`src/rtl/e203_ifu_bjp_sched_pkg.sv`:
```
// Shared IFU definitions: core widths, scheduler state encoding, mini-decoder
// result record and the JALR base-register dependency check.
package e203_ifu_bjp_sched_pkg;

   localparam int E203_XLEN        = 32;
   localparam int E203_PC_SIZE     = 32;
   localparam int E203_INSTR_SIZE  = 32;
   localparam int E203_RFIDX_WIDTH = 5;

   typedef enum logic [2:0] {
      ST_IDLE     = 3'd0,
      ST_DEP_WAIT = 3'd1,
      ST_RF_REQ   = 3'd2,
      ST_RF_RD    = 3'd3,
      ST_ISSUE    = 3'd4
   } sched_state_e;

   typedef struct packed {
      logic                        bjp;
      logic                        jal;
      logic                        jalr;
      logic                        bxx;
      logic                        rv32;
      logic [E203_XLEN-1:0]        imm;
      logic [E203_RFIDX_WIDTH-1:0] jalr_rs1idx;
   } minidec_t;

   // Base register is unsafe to read while any long-latency write is in flight
   // or while the instruction sitting in the EXU IR is about to write it.
   function automatic logic jalr_dep(
      input logic                        oitf_empty,
      input logic                        exu_ir_valid,
      input logic                        exu_ir_rdwen,
      input logic [E203_RFIDX_WIDTH-1:0] exu_ir_rdidx,
      input logic [E203_RFIDX_WIDTH-1:0] rs1idx
   );
      return !oitf_empty || (exu_ir_valid && exu_ir_rdwen && (exu_ir_rdidx == rs1idx));
   endfunction

endpackage

```
`src/rtl/e203_ifu_bjp_sched_if.sv`:
```
// Signal bundle between the branch/jump scheduler and its IR, EXU, PC-gen and
// register-file neighbours. master = scheduler, slave = surrounding pipeline.
interface e203_ifu_bjp_sched_if;
   import e203_ifu_bjp_sched_pkg::*;

   logic                        ir_valid;
   logic                        ir_ready;
   logic [E203_INSTR_SIZE-1:0]  ir_instr;
   logic [E203_PC_SIZE-1:0]     ir_pc;
   logic                        o_valid;
   logic                        o_ready;
   logic [E203_INSTR_SIZE-1:0]  o_instr;
   logic [E203_PC_SIZE-1:0]     o_pc;
   logic                        o_prdt_taken;
   logic                        redir_valid;
   logic [E203_PC_SIZE-1:0]     redir_pc;
   logic                        oitf_empty;
   logic                        exu_ir_valid;
   logic                        exu_ir_rdwen;
   logic [E203_RFIDX_WIDTH-1:0] exu_ir_rdidx;
   logic [E203_XLEN-1:0]        rf2ifu_x1;
   logic                        rf_req;
   logic                        rf_gnt;
   logic [E203_RFIDX_WIDTH-1:0] rf_idx;
   logic [E203_XLEN-1:0]        rf_rdata;
   logic                        flush_req;

   modport master (
      input  ir_valid, ir_instr, ir_pc, o_ready, oitf_empty, exu_ir_valid,
             exu_ir_rdwen, exu_ir_rdidx, rf2ifu_x1, rf_gnt, rf_rdata, flush_req,
      output ir_ready, o_valid, o_instr, o_pc, o_prdt_taken, redir_valid,
             redir_pc, rf_req, rf_idx
   );

   modport slave (
      output ir_valid, ir_instr, ir_pc, o_ready, oitf_empty, exu_ir_valid,
             exu_ir_rdwen, exu_ir_rdidx, rf2ifu_x1, rf_gnt, rf_rdata, flush_req,
      input  ir_ready, o_valid, o_instr, o_pc, o_prdt_taken, redir_valid,
             redir_pc, rf_req, rf_idx
   );

endinterface

```
`src/rtl/e203_ifu_minidec.sv`:
```
// Combinational mini-decoder: classifies RV32/RVC branch and jump instructions
// and extracts the sign-extended offset and JALR base register.
module e203_ifu_minidec
   import e203_ifu_bjp_sched_pkg::*;
(
   input  logic [E203_INSTR_SIZE-1:0] instr,
   output minidec_t                   dec
);

   logic       rv32;
   logic [6:0] opcode;
   logic [2:0] funct3;
   logic [2:0] c_funct3;
   logic       c_q1;
   logic       c_q2;
   logic       i_jal, i_jalr, i_bxx;
   logic       c_j, c_jr, c_bxx;

   assign rv32     = (instr[1:0] == 2'b11);
   assign opcode   = instr[6:0];
   assign funct3   = instr[14:12];
   assign c_funct3 = instr[15:13];
   assign c_q1     = (instr[1:0] == 2'b01);
   assign c_q2     = (instr[1:0] == 2'b10);

   assign i_jal  = rv32 && (opcode == 7'b1101111);
   assign i_jalr = rv32 && (opcode == 7'b1100111) && (funct3 == 3'b000);
   assign i_bxx  = rv32 && (opcode == 7'b1100011);
   // C.J / C.JAL share the CJ offset format; C.JR / C.JALR need rs2=0 and rs1!=0
   assign c_j    = c_q1 && ((c_funct3 == 3'b101) || (c_funct3 == 3'b001));
   assign c_jr   = c_q2 && (instr[15:13] == 3'b100) && (instr[6:2] == 5'd0)
                   && (instr[11:7] != 5'd0);
   assign c_bxx  = c_q1 && (c_funct3[2:1] == 2'b11);

   always_comb begin
      dec             = '0;
      dec.rv32        = rv32;
      dec.jal         = i_jal | c_j;
      dec.jalr        = i_jalr | c_jr;
      dec.bxx         = i_bxx | c_bxx;
      dec.bjp         = dec.jal | dec.jalr | dec.bxx;
      dec.jalr_rs1idx = rv32 ? instr[19:15] : instr[11:7];
      if (i_jal)
         dec.imm = {{12{instr[31]}}, instr[19:12], instr[20], instr[30:21], 1'b0};
      else if (i_jalr)
         dec.imm = {{21{instr[31]}}, instr[30:20]};
      else if (i_bxx)
         dec.imm = {{20{instr[31]}}, instr[7], instr[30:25], instr[11:8], 1'b0};
      else if (c_j)
         dec.imm = {{21{instr[12]}}, instr[8], instr[10:9], instr[6], instr[7],
                    instr[2], instr[11], instr[5:3], 1'b0};
      else if (c_bxx)
         dec.imm = {{24{instr[12]}}, instr[6:5], instr[2], instr[11:10], instr[4:3], 1'b0};
   end

endmodule

```
`src/rtl/e203_ifu_bjp_sched.sv`:
```
// Branch/jump scheduler: holds one IR instruction, resolves JALR base hazards
// via the shared rs1 read port, and issues to the EXU with a next-PC redirect.
module e203_ifu_bjp_sched
   import e203_ifu_bjp_sched_pkg::*;
(
   input  logic                clk,
   input  logic                rst,
   e203_ifu_bjp_sched_if.master bus
);

   sched_state_e            state_reg, state_next, accept_state;
   minidec_t                dec, dec_reg;
   logic [E203_INSTR_SIZE-1:0] instr_reg;
   logic [E203_PC_SIZE-1:0] pc_reg;
   logic [E203_XLEN-1:0]    base_reg;
   logic [E203_XLEN-1:0]    jalr_base;
   logic [E203_PC_SIZE-1:0] target;
   logic                    flush, accept, handshake, prdt_taken;
   logic                    dep_new, dep_held;

   e203_ifu_minidec u_minidec (
      .instr (bus.ir_instr),
      .dec   (dec)
   );

   assign flush    = bus.flush_req;
   assign dep_new  = jalr_dep(bus.oitf_empty, bus.exu_ir_valid, bus.exu_ir_rdwen,
                              bus.exu_ir_rdidx, dec.jalr_rs1idx);
   assign dep_held = jalr_dep(bus.oitf_empty, bus.exu_ir_valid, bus.exu_ir_rdwen,
                              bus.exu_ir_rdidx, dec_reg.jalr_rs1idx);

   assign bus.ir_ready = !flush && ((state_reg == ST_IDLE)
                                    || ((state_reg == ST_ISSUE) && bus.o_ready));
   assign bus.o_valid  = !flush && (state_reg == ST_ISSUE);
   assign accept       = bus.ir_valid && bus.ir_ready;
   assign handshake    = bus.o_valid && bus.o_ready;

   assign bus.o_instr      = instr_reg;
   assign bus.o_pc         = pc_reg;
   assign bus.o_prdt_taken = prdt_taken;
   assign bus.redir_valid  = handshake;
   assign bus.redir_pc     = handshake ? target : '0;
   assign bus.rf_req       = (state_reg == ST_RF_REQ);
   assign bus.rf_idx       = bus.rf_req ? dec_reg.jalr_rs1idx : '0;

   // Only backward conditional branches are predicted taken
   assign prdt_taken = dec_reg.jal | dec_reg.jalr | (dec_reg.bxx & dec_reg.imm[E203_XLEN-1]);

   always_comb begin
      jalr_base = base_reg;
      if (dec_reg.jalr_rs1idx == '0)
         jalr_base = '0;
      else if (dec_reg.jalr_rs1idx == E203_RFIDX_WIDTH'(1))
         jalr_base = bus.rf2ifu_x1;
   end

   always_comb begin
      if (prdt_taken)
         target = (dec_reg.jalr ? jalr_base : pc_reg) + dec_reg.imm;
      else
         target = pc_reg + (dec_reg.rv32 ? E203_PC_SIZE'(4) : E203_PC_SIZE'(2));
   end

   // Destination for a freshly accepted instruction, shared by IDLE and ISSUE
   always_comb begin
      accept_state = ST_ISSUE;
      if (dec.jalr && (dec.jalr_rs1idx != '0)) begin
         if (dep_new)
            accept_state = ST_DEP_WAIT;
         else if (dec.jalr_rs1idx != E203_RFIDX_WIDTH'(1))
            accept_state = ST_RF_REQ;
      end
   end

   always_comb begin
      state_next = state_reg;
      case (state_reg)
         ST_IDLE:     if (accept) state_next = accept_state;
         ST_DEP_WAIT: if (!dep_held)
                         state_next = (dec_reg.jalr_rs1idx == E203_RFIDX_WIDTH'(1))
                                      ? ST_ISSUE : ST_RF_REQ;
         ST_RF_REQ:   if (bus.rf_gnt) state_next = ST_RF_RD;
         ST_RF_RD:    state_next = ST_ISSUE;
         ST_ISSUE:    if (handshake) state_next = accept ? accept_state : ST_IDLE;
         default:     state_next = ST_IDLE;
      endcase
      if (flush)
         state_next = ST_IDLE;
   end

   always_ff @(posedge clk) begin
      if (rst) begin
         state_reg <= ST_IDLE;
         dec_reg   <= '0;
         instr_reg <= '0;
         pc_reg    <= '0;
         base_reg  <= '0;
      end else begin
         state_reg <= state_next;
         if (accept) begin
            dec_reg   <= dec;
            instr_reg <= bus.ir_instr;
            pc_reg    <= bus.ir_pc;
         end
         if ((state_reg == ST_RF_RD) && !flush)
            base_reg <= bus.rf_rdata;
      end
   end

endmodule

```
`src/flat_wrapper.sv`:
```
// flat-port wrapper written by rule: the top's interface ports become plain ports
module e203_ifu_bjp_sched_flat import e203_ifu_bjp_sched_pkg::*;
  (clk, rst, bus_ir_valid, bus_ir_instr, bus_ir_pc, bus_o_ready, bus_oitf_empty, bus_exu_ir_valid, bus_exu_ir_rdwen, bus_exu_ir_rdidx, bus_rf2ifu_x1, bus_rf_gnt, bus_rf_rdata, bus_flush_req, bus_ir_ready, bus_o_valid, bus_o_instr, bus_o_pc, bus_o_prdt_taken, bus_redir_valid, bus_redir_pc, bus_rf_req, bus_rf_idx);
  e203_ifu_bjp_sched_if bus_i ();
  input  logic clk;
  input  logic rst;
  input wire logic [$bits(bus_i.ir_valid)-1:0] bus_ir_valid;
  input wire logic [$bits(bus_i.ir_instr)-1:0] bus_ir_instr;
  input wire logic [$bits(bus_i.ir_pc)-1:0] bus_ir_pc;
  input wire logic [$bits(bus_i.o_ready)-1:0] bus_o_ready;
  input wire logic [$bits(bus_i.oitf_empty)-1:0] bus_oitf_empty;
  input wire logic [$bits(bus_i.exu_ir_valid)-1:0] bus_exu_ir_valid;
  input wire logic [$bits(bus_i.exu_ir_rdwen)-1:0] bus_exu_ir_rdwen;
  input wire logic [$bits(bus_i.exu_ir_rdidx)-1:0] bus_exu_ir_rdidx;
  input wire logic [$bits(bus_i.rf2ifu_x1)-1:0] bus_rf2ifu_x1;
  input wire logic [$bits(bus_i.rf_gnt)-1:0] bus_rf_gnt;
  input wire logic [$bits(bus_i.rf_rdata)-1:0] bus_rf_rdata;
  input wire logic [$bits(bus_i.flush_req)-1:0] bus_flush_req;
  output wire logic [$bits(bus_i.ir_ready)-1:0] bus_ir_ready;
  output wire logic [$bits(bus_i.o_valid)-1:0] bus_o_valid;
  output wire logic [$bits(bus_i.o_instr)-1:0] bus_o_instr;
  output wire logic [$bits(bus_i.o_pc)-1:0] bus_o_pc;
  output wire logic [$bits(bus_i.o_prdt_taken)-1:0] bus_o_prdt_taken;
  output wire logic [$bits(bus_i.redir_valid)-1:0] bus_redir_valid;
  output wire logic [$bits(bus_i.redir_pc)-1:0] bus_redir_pc;
  output wire logic [$bits(bus_i.rf_req)-1:0] bus_rf_req;
  output wire logic [$bits(bus_i.rf_idx)-1:0] bus_rf_idx;
  assign bus_i.ir_valid = bus_ir_valid;
  assign bus_i.ir_instr = bus_ir_instr;
  assign bus_i.ir_pc = bus_ir_pc;
  assign bus_i.o_ready = bus_o_ready;
  assign bus_i.oitf_empty = bus_oitf_empty;
  assign bus_i.exu_ir_valid = bus_exu_ir_valid;
  assign bus_i.exu_ir_rdwen = bus_exu_ir_rdwen;
  assign bus_i.exu_ir_rdidx = bus_exu_ir_rdidx;
  assign bus_i.rf2ifu_x1 = bus_rf2ifu_x1;
  assign bus_i.rf_gnt = bus_rf_gnt;
  assign bus_i.rf_rdata = bus_rf_rdata;
  assign bus_i.flush_req = bus_flush_req;
  assign bus_ir_ready = bus_i.ir_ready;
  assign bus_o_valid = bus_i.o_valid;
  assign bus_o_instr = bus_i.o_instr;
  assign bus_o_pc = bus_i.o_pc;
  assign bus_o_prdt_taken = bus_i.o_prdt_taken;
  assign bus_redir_valid = bus_i.redir_valid;
  assign bus_redir_pc = bus_i.redir_pc;
  assign bus_rf_req = bus_i.rf_req;
  assign bus_rf_idx = bus_i.rf_idx;
  e203_ifu_bjp_sched u_core (.clk(clk), .rst(rst), .bus(bus_i));
endmodule
```
`config.mk`:
```
export PLATFORM = sky130hd
export DESIGN_NAME = e203_ifu_bjp_sched_flat
export DESIGN_NICKNAME = d
export VERILOG_FILES = /design/src/rtl/e203_ifu_bjp_sched_pkg.sv /design/src/rtl/e203_ifu_bjp_sched_if.sv /design/src/rtl/e203_ifu_minidec.sv /design/src/rtl/e203_ifu_bjp_sched.sv /design/src/flat_wrapper.sv
export SDC_FILE = /design/constraint.sdc
export NUM_CORES = 1
export LEC_CHECK = 0
export ABC_AREA = 1
export CORE_MARGIN = 8
export CORE_UTILIZATION = 35
export CTS_CLUSTER_SIZE = 40
export DETAILED_ROUTE_END_ITERATION = 10
export SYNTH_ARGS = -nofsm -noshare
export SYNTH_HDL_FRONTEND = slang
export SYNTH_SLANG_ARGS = --single-unit
```
`constraint.sdc`:
```
create_clock -name clk -period 3.8 [get_ports clk]
set_input_delay 0.38 -clock clk [delete_from_list [all_inputs] [get_ports clk]]
set_output_delay 0.38 -clock clk [all_outputs]
set_load 0.1 [all_outputs]
```
==> impl_metrics.py <==
metrics = {
    "run_status": {
        "status": "finished, violations left",
        "violations": "negative setup slack",
    },
    "global_routing": {
        "grt_start_max_net_pins": 66,
        "grt_pass1_wl_um": 66900,
        "grt_util_all_layers_pct": 26.3,
        "antenna_found_initial": 0,
        "grt_pass1_vias": 10904,
        "grt_overflow": 0,
    },
    "clocking": {
        "h-tree-depth": 4,
        "cts_buffer_depth": 2,
        "cts_hold_buf": 0,
        "cts_tree": "done",
        "numCtsBuffers": 17,
        "numClockSinks": 129,
        "clockRootBuffer": "clkbuf_16",
        "path_clk_slew_ps": 70,
        "worstSkewPairLatency_ps": 440,
    },
    "critical_path": {
        "crit_chain": "nor2_4 -> nand4_1 -> nand2_2 -> inv_4 -> buf_12 -> o21ai_0 -> o21ai_1 -> ha_2 -> nand2_1 -> nor2_2 -> inv_1 -> nor3_1 -> buf_4 -> nand3_1 -> a21oi_1 -> nor2_1 -> nor2_2 -> buf_12",
        "crit_family": "simple AND/OR/NAND/NOR gates",
        "cp_slowest_stage_delay_ps": 410,
        "slowest_stage": "ha_2",
        "worst-path-buf-inv": 5,
        "crit_arrival_ps": 3470,
        "cp_data_required_time_ps": 3420,
        "critPathLaunchType": "flip-flop",
        "worst_setup_path_end_kind": "output pin",
        "worstSetupPathType": "reg -> out",
        "crit_fanout": 13,
    },
    "power": {
        "cellPowerDensity_nw_per_um2": 328,
        "p_total_mw": 4.69,
        "p_leak_nw": 5.90,
        "vdd_drop_max_uv": 219,
    },
    "sta": {
        "rsz0062_at_grt": "yes",
        "fin_crit_ps": 3850,
        "tns_ps": -55.8,
        "period_share_pct": 101,
        "drv_slew": 0,
        "worst_pin_slew_ps": 1040,
        "finalHoldViolCount": 0,
        "slew_headroom_pct": 30.3,
        "finClkSkew_ps": 14.8,
        "max_freq_ghz": 0.259,
        "setup_ws_ps": -53.9,
        "finalSetupViolations": 2,
    },
    "cells_and_area": {
        "area_growth_pct": 51.6,
        "final_util_pct": 53.5,
        "fillers": 2696,
        "drive_above_1_share_pct": 19.5,
        "n_antenna_cell": 0,
        "fin_nets": 1975,
    },
    "logic_synthesis": {
        "netlist_instances": 1524,
        "synth_fp_nets": 1708,
        "ys_seq_area_share_pct": 27.4,
        "synth_area_sq_um": 9430,
        "synth_edf_count": 0,
        "synth-async-reset-ratio_pct": 0,
        "synthFlopType": "dfxtp_1",
        "ys_types": 47,
        "synth_warnings": 0,
        "yosys_register_bits": 129,
        "synth.avg_cell_area_sq_um": 6.18,
    },
    "die": {
        "die_area_sq_um": 32400,
        "die_y_um": 180,
        "start_util_pct": 35.3,
        "core_area_sq_um": 26700,
        "io_pins": 248,
        "die_w_um": 180,
        "rows": 60,
    },
    "routing": {
        "num_vias": 11645,
        "drt-pass1-iter-count": 6,
        "wl_per_cell_um": 21.0,
        "drtIter0Drc": 954,
        "ant_nets": 0,
        "routed_via_density": 5.43,
        "routed_wl_um": 45100,
        "route.detailed.drc": 0,
    },
    "worst_hold_path": {
        "min_path_type": "reg -> reg",
    },
    "placed_design": {
        "dp_hpwl_um": 35800,
        "gp_congestion": 0.944,
        "port-buffer-count": 247,
    },
    "job": {
        "drv_cap": 0,
    },
}
where the power goes:
group | total [mW] | internal [mW] | switching [mW]
combinational | 1.50 | 0.511 | 0.992
sequential | 1.50 | 1.42 | 0.0801
clock | 1.69 | 0.978 | 0.707
total | 4.69 | 2.91 | 1.78
worst reg2reg max path: cells and delay by family (launching register included):
kind / cells / cell delay [ps]
AO/OA/AOI/OAI: 3 / 420
buffers and inverters: 3 / 840
flip-flops: 1 / 350
AND/OR/NAND/NOR: 3 / 570
per-layer routing:
metal	vias up	routed length, um	global-route usage (%)
met5	-	0	0
met4	0	772	5.99
met3	57	3230	4.62
met2	506	19900	40.6
met1	5473	21200	37.6
li1	5609	-	-
cell usage after synthesis, types with 7 or more instances:
master    number  share of area [%]
a21oi_1      130                6.9
buf_2         12               0.64
clkbuf_1      41                1.6
dfxtp_1      129                 27
ha_1          40                5.3
inv_1        159                6.3
nand2_1      264                 11
nand3_1       81                4.3
nand4_1       21                1.4
nor2_1       270                 11
nor3_1        26                1.4
nor3_2         7               0.74
o211ai_1      11               0.88
o21ai_0      186                9.9
o21ai_1       10               0.53
o22ai_1       24                1.6
xor2_1        24                2.2
per-stage QoR:
step	cells	cell area (sq um)	hold WS [ps]	worst slack, ps
4_1_cts	2131	13700	461	-27.1
6_report	2145	14300	468	-53.9
2_1_floorplan	1524	9470	430	-55.3
5_1_grt	2145	14300	493	-172
3_3_place_gp	2090	12700	451	121
3_5_place_dp	2090	12700	453	123
timing repair:
action | in CTS | in global routing
buffers inserted | 9 | 13
cloned | 0 | 1
gates resized for setup | 91 | 143
pin swaps | 29 | 34
setup endpoints to repair | 24 | 27
final timing paths:
path | endpoint | depth (start not counted) | start | slack [ps]
worst min-delay path | u_core.base_reg[31] | 2 | u_core.base_reg[31] | 470
worst min register to register | u_core.base_reg[31] | 2 | u_core.base_reg[31] | 470
worst max-delay path | bus_redir_pc[27] | 18 | u_core.dec_reg[3] | -50
worst max register to register | u_core.dec_reg[10] | 9 | u_core.state_reg[0] | 1530
placed cells by master (no fill, tap or decap), drive strengths merged, types with 6 or more instances in the layout:
cell type / count
a21oi: 131
xor2: 24
o211ai: 11
o21ai: 199
dfxtp: 129
clkdlybuf4s50: 206
nand4: 23
nand2: 272
inv: 171
clkbuf: 20
a21boi: 8
nor3: 33
ha: 40
nand3: 85
a211oi: 6
buf: 106
o22ai: 24
nor2: 278
cells by family (layout without fill, tap and decap cells):
family,count (synthesis),count (layout),share of synthesized area [%]
AO/OA/AOI/OAI,393,393,22.4
XOR/XNOR,27,27,2.51
adder cells (fa/ha/maj),42,42,5.73
buffers and inverters,231,511,9.90
flip-flops,129,129,27.4
AND/OR/NAND/NOR,702,702,32.1
final cells by class:
class | count | area [sq um] | share of cell area [%]
Inverter | 166 | 628 | 4.40
Clock inverter | 13 | 151 | 1.06
Multi-Input combinational cell | 1164 | 6750 | 47.2
Tap cell | 341 | 427 | 2.99
Sequential cell | 129 | 2590 | 18.1
Clock buffer | 19 | 433 | 3.03
Timing Repair Buffer | 313 | 3310 | 23.2
Power figures use the tool's default switching activity.
